**src/rtl/mm_uart_tx_arbiter.sv**
```systemverilog
// Round-robin arbiter that shares a memory-mapped UART TX port among
// byte-stream requesters, holding the grant for a whole message.
module mm_uart_tx_arbiter #(
    parameter int NUM_REQ = 2,
    parameter int DATA_WIDTH = 32,
    parameter logic [DATA_WIDTH-1:0] TX_ADDR = 32'h90000020,
    parameter logic [DATA_WIDTH-1:0] TX_READY_ADDR = 32'h90000024,
    parameter int HOLD_TIMEOUT = 1024
) (
    input  logic                    clock,
    input  logic                    reset,
    input  logic [NUM_REQ-1:0]      req_valid,
    input  logic [8*NUM_REQ-1:0]    req_data,
    input  logic [NUM_REQ-1:0]      req_last,
    output logic [NUM_REQ-1:0]      req_ready,
    output logic [NUM_REQ-1:0]      grant,
    output logic                    uart_we,
    output logic [DATA_WIDTH-1:0]   uart_addr,
    output logic [DATA_WIDTH-1:0]   uart_wdata,
    input  logic [DATA_WIDTH-1:0]   uart_rdata,
    output logic                    busy
);

    localparam int IW = (NUM_REQ > 1) ? $clog2(NUM_REQ) : 1;
    localparam int CW = $clog2(HOLD_TIMEOUT + 1);
    localparam logic [CW-1:0] HOLD_LAST = CW'(HOLD_TIMEOUT - 1);
    localparam logic [IW-1:0] LAST_IDX = IW'(NUM_REQ - 1);

    typedef enum logic [1:0] {
        IDLE,
        POLL,
        WRITE,
        HOLD
    } state_t;

    state_t              state;
    logic [IW-1:0]       rr_ptr;
    logic [IW-1:0]       owner;
    logic [IW-1:0]       pick;
    logic [IW-1:0]       cand;
    logic [IW-1:0]       next_ptr;
    logic [NUM_REQ-1:0]  pick_oh;
    logic                found;
    logic [CW-1:0]       hold_cnt;
    logic                last_q;
    logic                own_valid;
    logic                own_last;
    logic [7:0]          own_data;
    logic                tx_space;
    logic                rdata_unused;

    assign tx_space = uart_rdata[0];
    assign rdata_unused = ^uart_rdata[DATA_WIDTH-1:1];
    assign next_ptr = (owner == LAST_IDX) ? '0 : owner + 1'b1;

    always_comb begin : owner_mux
        own_valid = 1'b0;
        own_last  = 1'b0;
        own_data  = '0;
        for (int i = 0; i < NUM_REQ; i++) begin
            if (owner == IW'(i)) begin
                own_valid = req_valid[i];
                own_last  = req_last[i];
                own_data  = req_data[8*i +: 8];
            end
        end
    end

    // First valid requester at or after rr_ptr, in circular order.
    always_comb begin : rr_pick
        pick  = rr_ptr;
        found = 1'b0;
        cand  = '0;
        for (int k = 0; k < NUM_REQ; k++) begin
            cand = IW'((int'(rr_ptr) + k) % NUM_REQ);
            if (!found && req_valid[cand]) begin
                found = 1'b1;
                pick  = cand;
            end
        end
        pick_oh = '0;
        for (int i = 0; i < NUM_REQ; i++) begin
            pick_oh[i] = (pick == IW'(i));
        end
    end

    always_ff @(posedge clock or negedge reset) begin
        if (!reset) begin
            state      <= IDLE;
            rr_ptr     <= '0;
            owner      <= '0;
            hold_cnt   <= '0;
            last_q     <= 1'b0;
            grant      <= '0;
            req_ready  <= '0;
            uart_we    <= 1'b0;
            uart_addr  <= '0;
            uart_wdata <= '0;
            busy       <= 1'b0;
        end else begin
            unique case (state)
                IDLE: begin
                    if (|req_valid) begin
                        state     <= POLL;
                        owner     <= pick;
                        grant     <= pick_oh;
                        busy      <= 1'b1;
                        uart_addr <= TX_READY_ADDR;
                    end
                end
                POLL: begin
                    if (!own_valid) begin
                        state     <= IDLE;
                        grant     <= '0;
                        busy      <= 1'b0;
                        uart_addr <= '0;
                    end else if (tx_space) begin
                        state      <= WRITE;
                        last_q     <= own_last;
                        uart_we    <= 1'b1;
                        uart_addr  <= TX_ADDR;
                        uart_wdata <= DATA_WIDTH'(own_data);
                        req_ready  <= grant;
                    end
                end
                WRITE: begin
                    uart_we    <= 1'b0;
                    uart_addr  <= '0;
                    uart_wdata <= '0;
                    req_ready  <= '0;
                    hold_cnt   <= '0;
                    if (last_q) begin
                        state  <= IDLE;
                        grant  <= '0;
                        busy   <= 1'b0;
                        rr_ptr <= next_ptr;
                    end else begin
                        state <= HOLD;
                    end
                end
                HOLD: begin
                    if (own_valid) begin
                        state     <= POLL;
                        uart_addr <= TX_READY_ADDR;
                    end else if (hold_cnt >= HOLD_LAST) begin
                        state  <= IDLE;
                        grant  <= '0;
                        busy   <= 1'b0;
                        rr_ptr <= next_ptr;
                    end else begin
                        hold_cnt <= hold_cnt + 1'b1;
                    end
                end
                default: state <= IDLE;
            endcase
        end
    end

endmodule

```
**config.mk**
```make
export PLATFORM = sky130hd
export DESIGN_NAME = mm_uart_tx_arbiter
export DESIGN_NICKNAME = d
export VERILOG_FILES = /design/src/rtl/mm_uart_tx_arbiter.sv
export SDC_FILE = /design/constraint.sdc
export NUM_CORES = 1
export LEC_CHECK = 0
export BUFFER_PORTS_ARGS = -buffer_cell sky130_fd_sc_hd__clkbuf_2
export CORE_ASPECT_RATIO = 0.9
export CORE_MARGIN = 2
export CORE_UTILIZATION = 35
export CTS_CLUSTER_SIZE = 12
export DETAILED_ROUTE_END_ITERATION = 16
export PLACE_DENSITY = 0.69
export SETUP_SLACK_MARGIN = 0.1
export SYNTH_ARGS = -nofsm -noshare
export SYNTH_HDL_FRONTEND = slang
export SYNTH_SLANG_ARGS = --single-unit
```
**constraint.sdc**
```tcl
create_clock -name clock -period 1.7 [get_ports clock]
set_input_delay 0 -clock clock [delete_from_list [all_inputs] [get_ports clock]]
set_output_delay 0 -clock clock [all_outputs]
set_load 0.02 [all_outputs]
```
-- Word-level counts from Yosys, hierarchy flattened
Index checks and enable logic that the tools add are counted.
- output and inout port bits: 70
- word-level logic and storage cells: 95
- input port bits: 54
- flip-flop bits (word level): 86
- equal/unequal tests: 14
- reductions and logical operators: 14
- muxes and demuxes: 49
- add/sub/neg operators: 3
- bitwise gates (word level): 1
- magnitude comparators: 3
- operator list (operator ; count):
    $mux W32 ; 6
    $pmux W32 S4 ; 1
    $pmux W32 S2 ; 1
    $mux W2 ; 12
    $mux W11 ; 2
    $pmux W11 S2 ; 1
    $mux W1 ; 19
    $ne A2 B2 Y1 const B ; 9
    $pmux W2 S4 ; 2
    $reduce_and A3 Y1 ; 5
    $add A11 B1 Y11 const B ; 1
    $ge A11 B10 Y1 const B ; 1
    $mux W8 ; 1
    $ne A3 B3 Y1 const B ; 2
    $reduce_and A5 Y1 ; 1
    $eq A2 B2 Y1 const B ; 2
    $lt A1 B2 Y1 const B ; 2
    $pmux W1 S2 ; 2
    $pmux W1 S4 ; 1
    $pmux W2 S2 ; 1
    $reduce_and A4 Y1 ; 1
    $reduce_bool A2 Y1 ; 2
    $add A1 B1 Y1 const B ; 2
    $eq A2 B1 Y1 const B ; 1
    6 further kinds ; 6

-- Logic depth before layout (Yosys ltp)
- word-level depth: 9
- depth in mapped cells: 6
- mapped depth without buffers: 6

-- Worst setup path after synthesis
No wires, ideal clock.
- path kind: register -> register
- start: register hold_cnt[0]
- end: register hold_cnt[8]
- stages on the path, launching flop included: 7
- path buffers: 1
- period minus slack after synthesis: 1.820 ns
- arrival time: 1.742 ns
- data required time: 1.623 ns
- setup time: 0.077 ns
- path slack: -0.120 ns
- cell sequence: dfrtp_1 -> ha_1 -> a21o_1 -> and4_4 -> buf_6 -> or4_1 -> a21oi_1
- cells in the longest elaborated chain, start to end: 4
- elaborated cells between the ends (all ways): 7
- classes of those cells: add/sub: 1; order compare: 1; eq/ne: 1; mux: 3; reduce/logical: 1
- RTL lines (item ; RTL line ; RTL):
    start, declared ; 44 ; logic [CW-1:0] hold_cnt;
    start signal, assigned ; 151 ; hold_cnt <= hold_cnt + 1'b1;
    $add A11 B1 Y11 ; 151 ;
    $mux W11 ; 145 ; end else if (hold_cnt >= HOLD_LAST) begin
    $mux W11 ; 142 ; if (own_valid) begin
    $pmux W11 S2 ; 101 ; unique case (state)
Parallel ways exist; a longest one is shown, timed or not. The select of a mux whose other input is x is not followed.
A chain may end at the register's enable or synchronous reset.

-- Final worst setup path
- start: register hold_cnt[1]
- end: register hold_cnt[5]
Same word-level chain as after synthesis.

==> summary.txt <==
status: finished clean
GPL Wtd Cong: 0.854
# setup viols final: 0
Final period util: 0.981
ys flop type: dfrtp_1
skew final: 7.45 ps
NumNets Final: 352
leading area contributor after synthesis: dfrtp_1
vias in the first global route: 1636
Place WS: -47.1 ps
HPWL after DPL: 3.21 mm
Die Area: 6740 µm²
Post-synth EDFFs: 0
post-route ant nets: 0
most common cell after layout, fill and taps aside: conb_1
Cell variety after synth: 41
Cells after DPL: 339
worst skew pair latency: 290 ps
Syn Inst Count: 218
htree depth: 2
drt pass-1 iters: 4
grt total ovfl: 0
Overall Global Routing Usage: 0.141
Clock Sink Count: 32
Worst Max-Slew Pin Slew: 796 ps
Worst EP arrival: 1880 ps
DP Area: 2360 µm²
I/O pin count: 124
Worst EP required: 1910 ps
Wirelength per Cell: 13.0 µm
highest clock rate: 599 MHz
Final Util: 0.477
final worst slack: 31.8 ps
hold path cells: 3
fin area: 2760 µm²
Die H: 78.1 µm
ranking of synthesized cells by area: dfrtp_1, buf_4, mux2i_1
flops & latches, synth: 32
first-pass GRT wire length: 7.58 mm
fin cells: 363
P&R area growth vs syn: 29.4%
ANT cells: 0
Root Driver: clkbuf_8
Lkg Pwr: 0.00143 µW
post-layout min period: 1670 ps
Final Hold Fails: 0
IO buf count: 40
Remaining DRCs: 0
filler cell count in the final layout: 526
Detailed Route Iter0 Violations: 144
register area share after synthesis: 0.375
core area: 5790 µm²
initial antenna violation count: 0
Synth top area share: 0.375
register area: 802 µm²
Initial Util: 0.369
Slew HR: 0.470
max-slew violations: 0
critical path capture point type: flip-flop
crit path launch type: flip-flop
R2R cell count: 5
Hold Crit Class: in2reg
CTS Buf Count: 5
clock slew at reported path FFs: 70 ps
FFs w/ async S/R, synth: 1.00
Setup CP Type: reg2reg
RSZ-0062 raised after global routing: true
Synth Cell Area: 2130 µm²
Die Wd: 86.3 µm
PwrDens: 1690 nW/µm²
max cap viols: 0
share of cells above drive strength 1: 0.392
maximum buffer depth of the clock tree: 2
CTS tree: done
vias per cell: 4.70
Syn. warnings: 0
Rows: 26
VDD IR max: 744 µV
largest net degree at the start of global routing: 33
worst-path fanout max: 8
area of the multi-input gates: 1230 µm²
via count: 1707
WL final: 4.72 mm
commonest cells after routing, fill and taps aside: conb_1, clkbuf_2, dfrtp_1
Syn Area/Cell: 9.79 µm²
stage by stage:
stage | TNS, ps | power [µW] | hold WS (ps)
after floorplan | -20.1 | 2850 | -296
after global placement | -84.8 | 3420 | 116
after detailed placement | -129 | 3470 | 130
after CTS | 0 | 4420 | 0.280
after global routing | -23.8 | 5020 | 21.9
final | 0 | 4680 | 1.59
power by group:
group,switching (µW),internal (µW)
combinational,1360,1270
clock,289,435
sequential,245,1080
total,1900,2780
synth_stat cells, types with 2 or more instances:
cell type / n
buf_4: 54
dfrtp_1: 32
mux2i_1: 19
nand2_1: 18
inv_1: 9
o2bb2ai_1: 8
a21oi_1: 6
ha_1: 6
nand3_1: 6
nor2_1: 6
a31oi_1: 5
nand2b_1: 4
o21ai_0: 4
buf_6: 3
clkbuf_1: 3
mux2_2: 3
nand4_1: 3
a21boi_1: 2
a21o_1: 2
a22o_1: 2
and4_4: 2
nor3_1: 2
worst paths after layout:
kind                              startpoint            end  slack, ps
worst max-delay path             hold_cnt[1]    hold_cnt[5]         30
worst min-delay path            req_data[12]  uart_wdata[4]          2
worst max register to register   hold_cnt[1]    hold_cnt[5]         30
worst min register to register       uart_we        uart_we        480
max in group asynchronous              reset       state[0]        810
min in group asynchronous              reset  uart_wdata[4]        340
critical path: stages (launching register included):
cell     delay [ps]
dfrtp_1         380
ha_2            190
a21o_1          160
and4_4          210
or4b_4          490
a21oi_2         160
per-layer routing:
layer,GRT usage,vias to the layer above,share of wire
li1,-,808,-
met1,0.191,822,0.44
met2,0.221,73,0.49
met3,0.0336,4,0.056
met4,0.0453,0,0.010
met5,0,-,0
sequential cells by signal, indices dropped and copies added, names as in the netlist:
| register | count |
|---|---|
| rr_ptr | 1 |
| uart_wdata | 8 |
| last_q | 1 |
| state | 2 |
| uart_we | 1 |
| owner | 1 |
| hold_cnt | 11 |
| grant | 2 |
| req_ready | 2 |
| busy | 1 |
| uart_addr | 2 |
kinds of logic after synthesis:
logic type | share of synthesized area
buffers and inverters | 0.229
and+or+nand+nor | 0.133
AOI/OAI and AO/OA | 0.114
DFF | 0.375
muxes | 0.112
adders and majority gates | 0.0352
other | 0.00176
what timing repair did:
| action | CTS | global route |
|---|---|---|
| gates cloned | 0 | 1 |
| hold buffers | 7 | 0 |
| resized for setup | 13 | 25 |
| buffers inserted | 4 | 4 |
| pin swaps | 2 | 6 |
| hold endpoints to repair | 35 | 0 |
| setup endpoints to repair | 10 | 29 |
final cells by class:
type,count,share of cell area
clock inverter,2,0.0127
tap,70,0.0317
inverter,9,0.0131
clock buffer,6,0.0263
multi-input combinational,167,0.446
sequential,32,0.290
timing repair buffer,77,0.180
No activity file was read; power rests on OpenSTA's default activity.
